$ cat config.mk
export PLATFORM = sky130hd
export DESIGN_NAME = insn_fetch_queue
export DESIGN_NICKNAME = d
export VERILOG_FILES = /design/src/rtl/insn_fetch_queue.sv
export SDC_FILE = /design/constraint.sdc
export NUM_CORES = 1
export LEC_CHECK = 0
export ABC_AREA = 1
export CAP_MARGIN = 5
export CORE_ASPECT_RATIO = 1.25
export CORE_MARGIN = 5
export CORE_UTILIZATION = 33
export DETAILED_ROUTE_END_ITERATION = 8
export DONT_BUFFER_PORTS = 1
export PLACE_DENSITY = 0.45
export SETUP_SLACK_MARGIN = 0.3
export SYNTH_ARGS = -nofsm -noshare
export SYNTH_HDL_FRONTEND = slang
export SYNTH_SLANG_ARGS = --single-unit
export TNS_END_PERCENT = 30
$ cat constraint.sdc
create_clock -name clka -period 3.3 [get_ports clka]
set_input_delay 0.165 -clock clka [delete_from_list [all_inputs] [get_ports clka]]
set_output_delay 0.165 -clock clka [all_outputs]
set_load 0.01 [all_outputs]
$ cat src/rtl/insn_fetch_queue.sv
// Instruction fetch queue.
// Streams bytes from a synchronous program RAM, assembles BYTES_PER_INSN-byte instructions
// and buffers them in a FIFO_DEPTH-entry prefetch queue. The decoder consumes entries through
// a valid/ready handshake. A redirect flushes the queue and restarts fetch at a new PC.
module insn_fetch_queue #(
  parameter int unsigned ADDR_W         = 16,
  parameter int unsigned BYTES_PER_INSN = 4,
  parameter int unsigned FIFO_DEPTH     = 4,
  parameter int unsigned RESET_PC       = 92
) (
  input  logic                             clka,
  input  logic                             rst,
  output logic                             mem_en,
  output logic [ADDR_W-1:0]                mem_addr,
  input  logic [7:0]                       mem_dout,
  input  logic                             redirect_valid,
  input  logic [ADDR_W-1:0]                redirect_pc,
  output logic                             insn_valid,
  input  logic                             insn_ready,
  output logic [8*BYTES_PER_INSN-1:0]      insn_data,
  output logic [ADDR_W-1:0]                insn_pc,
  output logic [$clog2(FIFO_DEPTH+1)-1:0]  fifo_count
);

  localparam int unsigned DataW = 8 * BYTES_PER_INSN;
  localparam int unsigned CntW  = $clog2(FIFO_DEPTH + 1);
  localparam int unsigned PtrW  = (FIFO_DEPTH > 1) ? $clog2(FIFO_DEPTH) : 1;
  localparam int unsigned IdxW  = (BYTES_PER_INSN > 1) ? $clog2(BYTES_PER_INSN) : 1;

  localparam logic [IdxW-1:0]   LastIdx = IdxW'(BYTES_PER_INSN - 1);
  localparam logic [PtrW-1:0]   LastPtr = PtrW'(FIFO_DEPTH - 1);
  localparam logic [CntW:0]     DepthW  = (CntW + 1)'(FIFO_DEPTH);
  localparam logic [ADDR_W-1:0] ResetPc = ADDR_W'(RESET_PC);

  typedef enum logic [0:0] {StFetch, StHold} state_e;

  state_e                        state_q, state_d;
  logic [ADDR_W-1:0]             pc_q, pc_d;
  logic [ADDR_W-1:0]             start_pc_q, start_pc_d;
  logic                          rd_pending_q, rd_pending_d;
  logic [IdxW-1:0]               iss_idx_q, iss_idx_d;
  logic [IdxW-1:0]               cap_idx_q, cap_idx_d;
  logic [BYTES_PER_INSN-1:0][7:0] asm_q, asm_d, asm_cap;

  logic [DataW-1:0]              fifo_data_q [FIFO_DEPTH];
  logic [ADDR_W-1:0]             fifo_pc_q   [FIFO_DEPTH];
  logic [PtrW-1:0]               wr_ptr_q, wr_ptr_d;
  logic [PtrW-1:0]               rd_ptr_q, rd_ptr_d;
  logic [CntW-1:0]               count_q, count_d;

  logic                          issue, capture, cap_last, push, pop;
  logic                          next_is_first, inflight;
  logic [CntW:0]                 slots_used;

  function automatic logic [PtrW-1:0] ptr_inc(input logic [PtrW-1:0] p);
    return (p == LastPtr) ? '0 : p + 1'b1;
  endfunction

  function automatic logic [IdxW-1:0] idx_inc(input logic [IdxW-1:0] i);
    return (i == LastIdx) ? '0 : i + 1'b1;
  endfunction

  assign issue    = (state_q == StFetch);
  assign capture  = rd_pending_q;
  assign cap_last = capture && (cap_idx_q == LastIdx);
  // A redirect overrides any push or pop on the same edge.
  assign push     = cap_last && !redirect_valid;
  assign pop      = insn_valid && insn_ready && !redirect_valid;

  // Assembly buffer with this cycle's RAM byte merged into its slot.
  always_comb begin
    asm_cap = asm_q;
    asm_cap[cap_idx_q] = mem_dout;
  end

  // Next-state logic for fetch FSM, assembly and FIFO pointers; redirect has top priority.
  always_comb begin
    state_d       = state_q;
    pc_d          = pc_q;
    start_pc_d    = start_pc_q;
    rd_pending_d  = rd_pending_q;
    iss_idx_d     = iss_idx_q;
    cap_idx_d     = cap_idx_q;
    asm_d         = asm_q;
    wr_ptr_d      = wr_ptr_q;
    rd_ptr_d      = rd_ptr_q;
    count_d       = count_q;
    next_is_first = 1'b0;
    inflight      = 1'b0;
    slots_used    = '0;

    if (redirect_valid) begin
      state_d      = StFetch;
      pc_d         = redirect_pc;
      rd_pending_d = 1'b0;
      iss_idx_d    = '0;
      cap_idx_d    = '0;
      wr_ptr_d     = '0;
      rd_ptr_d     = '0;
      count_d      = '0;
    end else begin
      // Capture side: one byte per cycle, push when the last slot fills.
      if (capture) begin
        asm_d     = asm_cap;
        cap_idx_d = cap_last ? '0 : cap_idx_q + 1'b1;
      end

      if (push) wr_ptr_d = ptr_inc(wr_ptr_q);
      if (pop)  rd_ptr_d = ptr_inc(rd_ptr_q);

      unique case ({push, pop})
        2'b10:   count_d = count_q + 1'b1;
        2'b01:   count_d = count_q - 1'b1;
        default: count_d = count_q;
      endcase

      // Issue side: the RAM samples pc_q this edge whenever mem_en is high.
      rd_pending_d = issue;
      if (issue) begin
        pc_d      = pc_q + 1'b1;
        iss_idx_d = idx_inc(iss_idx_q);
        if (iss_idx_q == '0) start_pc_d = pc_q;
      end

      // Only a new instruction's first byte needs a free slot; HOLD always sits at byte 0.
      next_is_first = issue ? (iss_idx_q == LastIdx) : 1'b1;
      inflight      = rd_pending_d || (cap_idx_d != '0);
      slots_used    = {1'b0, count_d} + {{CntW{1'b0}}, inflight};
      if (next_is_first) begin
        state_d = (slots_used < DepthW) ? StFetch : StHold;
      end else begin
        state_d = StFetch;
      end
    end
  end

  // Control and assembly state registers.
  always_ff @(posedge clka or posedge rst) begin
    if (rst) begin
      state_q      <= StFetch;
      pc_q         <= ResetPc;
      start_pc_q   <= '0;
      rd_pending_q <= 1'b0;
      iss_idx_q    <= '0;
      cap_idx_q    <= '0;
      asm_q        <= '0;
      wr_ptr_q     <= '0;
      rd_ptr_q     <= '0;
      count_q      <= '0;
    end else begin
      state_q      <= state_d;
      pc_q         <= pc_d;
      start_pc_q   <= start_pc_d;
      rd_pending_q <= rd_pending_d;
      iss_idx_q    <= iss_idx_d;
      cap_idx_q    <= cap_idx_d;
      asm_q        <= asm_d;
      wr_ptr_q     <= wr_ptr_d;
      rd_ptr_q     <= rd_ptr_d;
      count_q      <= count_d;
    end
  end

  // Queue storage; contents are only observable through a valid head, so no reset.
  always_ff @(posedge clka) begin
    if (push) begin
      fifo_data_q[wr_ptr_q] <= asm_cap;
      fifo_pc_q[wr_ptr_q]   <= start_pc_q;
    end
  end

  // Outputs: head entry forced to zero while the queue is empty.
  always_comb begin
    mem_en     = (state_q == StFetch);
    mem_addr   = pc_q;
    fifo_count = count_q;
    insn_valid = (count_q != '0);
    insn_data  = insn_valid ? fifo_data_q[rd_ptr_q] : '0;
    insn_pc    = insn_valid ? fifo_pc_q[rd_ptr_q] : '0;
  end

endmodule

== Word-level counts from Yosys, hierarchy flattened ==
Memory sizes are Yosys's and may differ from the RTL's.
Index checks and enable logic that the tools add are counted.

* Bits in registers: 77
* Latch bits: 0
* Memory bits (writable): 192
* Bits in read-only memories: 0
* Input port bits: 28
* Output and inout bits: 69
* Word-level logic and storage cells: 79
* Memories kept: 2

* Add/sub/neg operators: 8
* $mul: 0
* Div/mod/pow operators: 0
* Order comparisons: 3
* Equal/unequal tests: 7
* Shifts and indexed selects: 0
* Multiplexer cells: 30
* Bitwise logic cells: 2
* Reductions and logical operators: 14

{| class="wikitable"
|+ Memory list
! name !! depth !! bits a word !! rd ports !! clocked after memory_dff !! wr ports !! RTL line !! source
|-
| fifo_data_q || 4 || 32 || 1 || 0 || 1 || 45 || <nowiki>logic [DataW-1:0] fifo_data_q [FIFO_DEPTH];</nowiki>
|-
| fifo_pc_q || 4 || 16 || 1 || 0 || 1 || 46 || <nowiki>logic [ADDR_W-1:0] fifo_pc_q [FIFO_DEPTH];</nowiki>
|}

{| class="wikitable"
|+ Operators by type and width
! kind !! number
|-
| $mux W16 || 3
|-
| $bwmux W32 || 1
|-
| $mux W32 || 1
|-
| $mux W2 || 13
|-
| $add A16 B1 Y16 const B || 1
|-
| $demux W8 S2 || 1
|-
| $eq A2 B2 Y1 const B || 5
|-
| $add A2 B1 Y2 const B || 4
|-
| $mux W8 || 1
|-
| $mux W1 || 7
|-
| $mux W3 || 2
|-
| $pmux W3 S2 || 1
|-
| $reduce_bool A2 Y1 || 3
|-
| $logic_and A1 B1 Y1 || 5
|-
| $add A3 B1 Y4 || 1
|-
| $lt A4 B3 Y1 const B || 1
|-
| $add A3 B1 Y3 const B || 1
|-
| $lt A2 B3 Y1 const B || 1
|-
| $reduce_and A3 Y1 || 1
|-
| $reduce_bool A3 Y1 || 1
|-
| $sub A3 B1 Y3 const B || 1
|-
| $eq A2 B1 Y1 const B || 1
|-
| $ge A2 B1 Y1 const B || 1
|-
| $logic_not A2 Y1 || 1
|-
| 5 further kinds || 6
|}

== Logic depth before layout (Yosys ltp) ==
Gate-level depths: netlist (run 1).

* Depth after elaboration: 12
* Gate-level depth with buffers: 12

== Worst setup path after synthesis (run 1) ==
Ideal clock, no wire load.

* Path kind: reg-to-reg
* From: register rd_pending_q, in the netlist capture
* To: memory fifo_data_q[0][0] in the netlist's numbering (enable)
* Setup time: 454 ps
* Arrival: 2,861 ps
* Required time: 2,846 ps
* Path slack: -15 ps
* Cell stages (with the launch flop): 6
* Path buffers: 1
* Clock period less this slack: 3,315 ps
* Path through: dfrtp_1 inv_2 nor2_2 nand2_1 buf_2 nor2_1

* Word-level cells in the longest chain between the ends: 4

{| class="wikitable"
|+ Ends and longest elaborated chain
! element !! RTL line !! source
|-
| start: declaration || 40 || <nowiki>logic rd_pending_q, rd_pending_d;</nowiki>
|-
| start signal: assignment || 154 || <nowiki>rd_pending_q <= rd_pending_d;</nowiki>
|-
| $logic_and A1 B1 Y1 || 65 || <nowiki>assign cap_last = capture && (cap_idx_q == LastIdx);</nowiki>
|-
| $logic_and A1 B1 Y1 || 67 || <nowiki>assign push = cap_last && !redirect_valid;</nowiki>
|-
| $mux W1 || 166 || <nowiki>if (push) begin</nowiki>
|-
| $mux W1 (implied by the code) || 167 || <nowiki>fifo_data_q[wr_ptr_q] <= asm_cap;</nowiki>
|-
| end: declaration || 45 ||
|}

No other way between the ends.

== Final worst setup path (run 1) ==
* From: register cap_idx_q[0]
* To: register state_q

* Word-level cells in the longest chain between the ends: 12
* Elaborated cells on any way between the ends: 18
* Those cells by class: add/sub: 2; order compare: 1; eq/ne: 3; mux: 8; reduce/logical: 4

{| class="wikitable"
|+ Ends and longest elaborated chain
! element !! RTL line !! source
|-
| start: declaration || 42 || <nowiki>logic [IdxW-1:0] cap_idx_q, cap_idx_d;</nowiki>
|-
| start signal: assignment || 156 || <nowiki>cap_idx_q <= cap_idx_d;</nowiki>
|-
| branches (longest 7 deep; another with $add A2 B1 Y2) || -- ||
|-
| $add A3 B1 Y4 (*) || 128 || <nowiki>slots_used = {1'b0, count_d} + {{CntW{1'b0}}, inflight};</nowiki>
|-
| $lt A4 B3 Y1 (*) || 130 || <nowiki>state_d = (slots_used < DepthW) ? StFetch : StHold;</nowiki>
|-
| $mux W1 (*) || 130 ||
|-
| $mux W1 (*) || 129 || <nowiki>if (next_is_first) begin</nowiki>
|-
| $mux W1 (*) || 92 || <nowiki>if (redirect_valid) begin</nowiki>
|-
| named net state_d || 37 || <nowiki>state_e state_q, state_d;</nowiki>
|-
| end signal: assignment || 140 || <nowiki>state_q <= StFetch;</nowiki>
|-
| end signal: assignment || 151 || <nowiki>state_q <= state_d;</nowiki>
|-
| end: declaration || 37 ||
|}

Mark *: on every way through the listed nets, which the timed path passes. The select of a mux whose other input is x is not followed.
A chain may end at the register's enable or synchronous reset.

==> results of run 1 <==
## flip-flops by register name, summed over array words and instances, names as in the netlist, 3 cells and up
signal,count
start_pc_q,16
asm_q,32
mem_addr,16
fifo_data_q,128
fifo_pc_q,64
fifo_count,3
## cells by family (layout without fill, tap and decap cells)
group	after synthesis	after routing	synth area share (%)
AO/OA/AOI/OAI	252	252	11.2
XOR/XNOR	6	6	0.461
adder cells (fa/ha/maj)	13	13	1.49
buffers and inverters	136	187	5.09
flip-flops	269	269	67.5
multiplexers	2	2	0.263
AND/OR/NAND/NOR	409	409	13.9
## through the flow
step                setup WS (ps)  std cells  hold WS (ps)  util, %  TNS [ps]
floorplan                   -14.8       1087           293        -     -2850
global placement              742       1521           213     34.9         0
detailed placement            709       1521           218     34.9         0
CTS                           684       1606          30.7     38.5         0
global route                  443       1606          38.7     38.5         0
finish                        704       1606          27.5     38.5         0
## Yosys cell counts, drive strengths merged
library cell    n  area, um^2
o22ai           1        6.26
clkbuf         19        73.8
buf            35         196
ha             12         150
o21bai          2        15.0
dfrtp          73        1830
xnor2           1        8.76
or2             1        6.26
o211ai          6        45.0
inv            82         310
nand4           4        25.0
xor2            5        43.8
nor2          233         880
a21oi          62         310
dfstp           4         105
edfxtp        192        5770
mux2            2        30.0
nand3          16        80.1
o21ai         181         906
fa              1        20.0
nand2         154         588
nor3            1        10.0
## final cells by class
cell class / count / area, um^2 / share of cell area, %
inverters: 82 / 312 / 2.36
well taps: 468 / 586 / 4.43
repair buffers: 47 / 483 / 3.65
clock buffers: 45 / 858 / 6.49
flip-flops and latches: 269 / 7700 / 58.3
multi-input cells: 682 / 3160 / 23.9
clock inverters: 13 / 119 / 0.899
## routing by layer
metal | wire [um] | vias up | track usage, %
li1 | - | 3724 | -
met1 | 12500 | 3494 | 18.9
met2 | 13900 | 138 | 25.6
met3 | 1660 | 27 | 3.43
met4 | 355 | 2 | 2.76
met5 | 13 | - | 0
## power by group through the flow
stage | combinational, mW | clock (mW) | sequential [mW]
after CTS | 0.482 | 3.36 | 4.04
after floorplan | 0.334 | 0 | 4.06
after global placement | 0.430 | 0 | 4.10
final | 0.467 | 3.28 | 4.04
after global routing | 0.550 | 3.50 | 4.06
after detailed placement | 0.440 | 0 | 4.11
## critical path, cell delays in order (launching register included)
cell and delay (ps):
dfrtp_1 400, ha_1 160, buf_4 220, nand2_1 330, ha_1 360, fa_1 490
inv_1 40, o21ai_0 200, nand2_1 80, nor2_1 100, nor2_1 50, nor2_1 80
## repair_timing
item / 4_1_cts / 5_1_grt
setup endpoints to repair: 0 / 0
hold buffers: 27 / 0
endpoints found under the hold margin: 165 / 0
buffers inserted: 0 / 0
## final timing paths
path                                              from                     endpoint  slack, ps  cells after the start
worst max-delay path            cap_idx_q[0]$_DFF_PP0_            state_q$_DFF_PP0_        700                     11
worst min-delay path                       mem_dout[5]  fifo_data_q[0][5]$_DFFE_PP_         30                      2
worst max register to register  cap_idx_q[0]$_DFF_PP0_            state_q$_DFF_PP0_        700                     11
worst min register to register   asm_q[24]$_DFFE_PP0P_        asm_q[24]$_DFFE_PP0P_        490                      2
max in group asynchronous                          rst      mem_addr[2]$_DFFE_PP1P_       2370                      3
min in group asynchronous                          rst     mem_addr[15]$_DFFE_PP0P_        190                      2
==> impl_metrics.py, run 1 <==
metrics = {
    "floorplan": {
        "initial_core_util_pct": 33.2,
        "ios": 97,
        "die_h_um": 218,
        "die_w_um": 176,
        "dieArea_um2": 38400,
        "core.rowCount": 76,
        "core_um2": 34300,
    },
    "clock_tree": {
        "post_cts_resize_count": 0,
        "worstSkewPairLatency_ps": 540,
        "clk_pin_slew_worst_paths_ps": 60,
        "cts_buffers": 31,
        "cts_tree": "done",
        "htreeDepth": 1,
        "cts_root_buf": "clkbuf_16",
        "clockBufferDepth": 3,
        "numClockSinks": 269,
    },
    "timing": {
        "rsz0062_at_grt": "false",
        "finalCritPeriodShare_pct": 78.7,
        "slew_viol_final": 0,
        "setup_viol": 0,
        "min_period_ps": 2600,
        "worst_pin_slew_ps": 875,
        "relSlewSlack_pct": 41.5,
        "hold_violations": 0,
        "skew_ps": 9.82,
        "fmax_mhz": 385,
    },
    "global_route": {
        "gr-total-overflow": 0,
        "grt_start_max_net_pins": 98,
        "grt_pass1_vias": 7345,
        "grt_pass1_wl_um": 44500,
        "track_usage_pct": 14.7,
        "grt_antenna_before_repair": 1,
    },
    "layout": {
        "fin_nets": 1154,
        "layout-drive-gt1-share_pct": 7.64,
        "fillers": 3374,
        "final_cell_mix": "nor2_1 (227), edfxtp_1 (192), o21ai_0 (168)",
        "layout_commonest_cell": "nor2_1",
        "syn_to_final_growth_pct": 15.9,
        "design_area_um2": 13200,
        "diodes": 0,
    },
    "pwr": {
        "ir_drop_mv": 0.358,
        "clockPowerShare_pct": 42.1,
        "p_seq_share_pct": 51.9,
        "p_comb_share_pct": 6.0,
        "p_leak_nw": 4.99,
        "sw_frac_of_total_pct": 22.8,
        "net-switching-power_mw": 1.78,
        "p_int_mw": 6.01,
        "p_per_area_nw_per_um2": 589,
        "p_total_mw": 7.78,
    },
    "route": {
        "drtPass1Iterations": 4,
        "drtIter0Drc": 452,
        "antenna_left": 0,
        "via_count": 7385,
        "wirelength_um": 28400,
        "drc_errors": 0,
        "routed_via_density": 4.60,
        "wl_per_cell_um": 17.7,
    },
    "outcome": {
        "status": "finished clean",
    },
    "synth": {
        "netlist_area_um2": 11400,
        "synth_seq_cells": 269,
        "yosysUniqueCellTypes": 32,
        "syn_nets": 1128,
        "syn_area_per_cell_um2": 10.5,
        "yosys_warnings": 0,
        "ys_seq_area_share_pct": 67.5,
        "syn_inst": 1087,
    },
    "worst_setup_path": {
        "start_kind": "flop",
        "cp-end-kind": "flop",
        "crit_required_ps": 3770,
        "cp_max_fo": 20,
        "worstPathArrival_ps": 3070,
        "criticalPathCategory": "reg -> reg",
    },
    "place": {
        "placed_area_um2": 12000,
        "port_buffers": 0,
        "gp_congestion": 0.749,
        "hpwl_um": 16800,
    },
    "min_path": {
        "hold_class": "in -> reg",
    },
    "flow_run": {
        "max_cap_violations": 0,
    },
}
Power figures use the tool's default switching activity.
==> run 2: changes to the inputs <==
--- a/config.mk
+++ b/config.mk
@@ -5,7 +5,7 @@
 export SDC_FILE = /design/constraint.sdc
 export NUM_CORES = 1
 export LEC_CHECK = 0
-export ABC_AREA = 1
+export ABC_AREA = 0
 export CAP_MARGIN = 5
 export CORE_ASPECT_RATIO = 1.25
 export CORE_MARGIN = 5
==> constraint.sdc (replaced) <==
create_clock -name clka -period 2.1 [get_ports clka]
set_input_delay 0.105 -clock clka [delete_from_list [all_inputs] [get_ports clka]]
set_output_delay 0.105 -clock clka [all_outputs]
set_load 0.01 [all_outputs]
==> run 2 against run 1 <==
The flow now finishes with violations (hold timing, setup timing). Critical endpoint unchanged. Clock skew increased by 11 ps. Critical path type unchanged. Hold slack worse by 220 ps. Highest routed layer is now met4. Routed wire length decreased by 13%. Cell count down 26%.
==> impl_metrics.py, run 2 <==
metrics = {
    "worst_setup_path": {
        "cp-end-kind": "flop",
        "worstPathArrival_ps": 2620,
        "cp_top_family": "adder cells",
        "critPathMaxStageDelay_ps": 540,
        "start_kind": "flop",
        "criticalPathCategory": "reg -> reg",
        "slowest_stage": "fa_2",
        "crit_chain": "or3_4 > nand2_4 > nor2_4 > ha_4 > fa_2 > nand2_1 > a22o_2 > a211oi_2",
        "crit_required_ps": 2550,
        "cp_max_fo": 2,
        "crit_buf_inv": 0,
    },
    "clock_tree": {
        "worstSkewPairLatency_ps": 530,
        "numClockSinks": 269,
        "htreeDepth": 1,
        "cts_buffers": 28,
        "cts_root_buf": "clkbuf_16",
        "clockBufferDepth": 3,
        "clk_pin_slew_worst_paths_ps": 60,
        "cts_tree": "done",
    },
    "pwr": {
        "p_per_area_nw_per_um2": 917,
        "p_leak_nw": 4.87,
        "ir_drop_mv": 0.523,
    },
    "synth": {
        "yosys_warnings": 0,
        "synth_most_common_cell": "edfxtp_1",
        "synth_top_cell_by_area": "edfxtp_1",
        "yosys-top-cells-count": "edfxtp_1 (192), nand2_1 (95), dfrtp_1 (73)",
        "yosys-top-cells-area": "edfxtp_1 (52%), dfrtp_1 (16%), mux4_2 (9.7%), mux2_2 (5.5%), nand2_1 (3.2%)",
        "syn_nets": 720,
        "ys.flop_type": "edfxtp_1",
        "synthArstFlopShare_pct": 28.6,
        "synth_edf_count": 192,
        "ys_seq_area_share_pct": 68.9,
        "synth_top_area_share_pct": 51.6,
        "netlist_area_um2": 11200,
        "synth_seq_cells": 269,
        "yosysUniqueCellTypes": 43,
        "syn_area_per_cell_um2": 16.5,
        "syn_inst": 679,
    },
    "place": {
        "port_buffers": 0,
        "place_ws_ps": -215,
        "gp_congestion": 0.753,
        "hpwl_um": 15300,
    },
    "floorplan": {
        "initial_core_util_pct": 33.4,
        "core.rowCount": 75,
        "ios": 97,
        "die_w_um": 175,
        "die_h_um": 216,
        "dieArea_um2": 37700,
        "core_um2": 33500,
    },
    "layout": {
        "layout_commonest_cell": "edfxtp_1",
        "fillers": 3043,
        "fin_nets": 784,
        "syn_to_final_growth_pct": 20.4,
        "seqCellArea_um2": 7710,
        "layout-drive-gt1-share_pct": 33.3,
        "largest_register_ffs": 128,
        "largest_register": "fifo_data_q",
        "reg_top3": "fifo_data_q (128), fifo_pc_q (64), asm_q (32)",
        "diodes": 0,
        "final_cell_mix": "edfxtp_1 (192), nand2_1 (94), dfrtp_1 (67)",
        "multi_input_area_um2": 3430,
    },
    "global_route": {
        "gr-total-overflow": 0,
        "grt_pass1_vias": 6184,
        "grt_start_max_net_pins": 73,
        "grt_antenna_before_repair": 0,
        "track_usage_pct": 12.6,
        "grt_pass1_wl_um": 36900,
    },
    "route": {
        "wirelength_um": 24600,
        "antenna_left": 0,
        "routed_via_density": 4.90,
        "wl_per_cell_um": 20.7,
        "drc_errors": 0,
        "via_count": 5821,
        "drtPass1Iterations": 4,
        "drtIter0Drc": 250,
    },
    "min_path": {
        "hold_class": "in -> reg",
    },
    "timing": {
        "slew_viol_final": 0,
        "finalCritPeriodShare_pct": 103,
        "min_period_ps": 2170,
        "setup_viol": 14,
        "fmax_mhz": 461,
        "setup_tns_ps": -239,
        "worst_slack_ps": -68.5,
        "hold_violations": 2,
        "relSlewSlack_pct": 59.2,
        "skew_ps": 21.0,
        "rsz0062_at_grt": "true",
        "whs_ps": -191,
        "worst_pin_slew_ps": 612,
    },
    "outcome": {
        "violations": "hold timing, setup timing",
        "status": "finished, violations left",
    },
    "flow_run": {
        "max_cap_violations": 0,
    },
}
==> run 2: power breakdown <==
group / total, mW / switching, mW / internal [mW]
logic: 0.968 / 0.501 / 0.467
clock network: 4.84 / 1.92 / 2.92
registers: 6.54 / 0.287 / 6.25
==> run 2: path summary, 6_finish.rpt <==
check	cells after the start	from	slack, ps	end
max	8	fifo_count[2]$_DFF_PP0_	-70	state_q$_DFF_PP0_
min	3	insn_ready	-190	rd_ptr_q[1]$_DFFE_PP0P_
max reg2reg	8	fifo_count[2]$_DFF_PP0_	-70	state_q$_DFF_PP0_
min reg2reg	2	asm_q[2]$_DFFE_PP0P_	470	asm_q[2]$_DFFE_PP0P_
max in group asynchronous	3	rst	1430	start_pc_q[3]$_DFFE_PP0P_
min in group asynchronous	2	rst	50	mem_addr[3]$_DFFE_PP1P_
==> run 2: layout make-up <==
type | count | share of cell area, %
multi-input combinational | 363 | 25.5
inverter | 8 | 0.232
clock inverter | 15 | 1.10
clock buffer | 37 | 5.69
timing repair buffer | 73 | 6.30
sequential | 269 | 57.3
tap | 423 | 3.93
==> run 2: per-layer routing <==
layer	global-route usage, %	wire length (um)	vias up	part of all wire [%]
met5	0	0	-	0
met4	3.41	550	0	2.2
li1	-	-	2645	-
met3	2.94	1270	35	5.1
met2	22.9	12900	122	53
met1	15.0	9870	3019	40
==> run 2: timing repair <==
item,CTS,global route
endpoints found under the hold margin,266,22
gates cloned,0,1
buffers inserted,0,3
resized for setup,22,37
pin swaps,5,7
endpoints found under the setup margin,110,213
hold buffers,20,18
==> run 2: through the flow <==
| step | instances | instance area (um^2) | power (mW) | hold WS (ps) | util, % |
|---|---|---|---|---|---|
| 6_report | 1188 | 13500 | 12.3 | -191 | 40.2 |
| 3_3_place_gp | 1094 | 11900 | 7.44 | -132 | 35.6 |
| 5_1_grt | 1188 | 13500 | 12.9 | -163 | 40.2 |
| 3_5_place_dp | 1094 | 11900 | 7.51 | -129 | 35.6 |
| 2_1_floorplan | 679 | 11200 | 7.23 | 179 | - |
| 4_1_cts | 1166 | 13100 | 12.5 | -401 | 39.1 |
==> run 2: kinds of logic after synthesis <==
| group | Yosys count | synth area share [%] |
|---|---|---|
| muxes | 109 | 15.8 |
| adders and majority gates | 13 | 1.52 |
| and+or+nand+nor | 201 | 9.29 |
| DFF | 269 | 68.9 |
| xor gates and xnor gates | 18 | 1.41 |
| AOI/OAI and AO/OA | 22 | 1.16 |
| buffers and inverters | 47 | 1.96 |
==> run 2: tightest hold or removal path, delay by kind of cell <==
kind / cells / cell delay [ps]
xor+xnor: 1 / 60
simple gates: 2 / 140
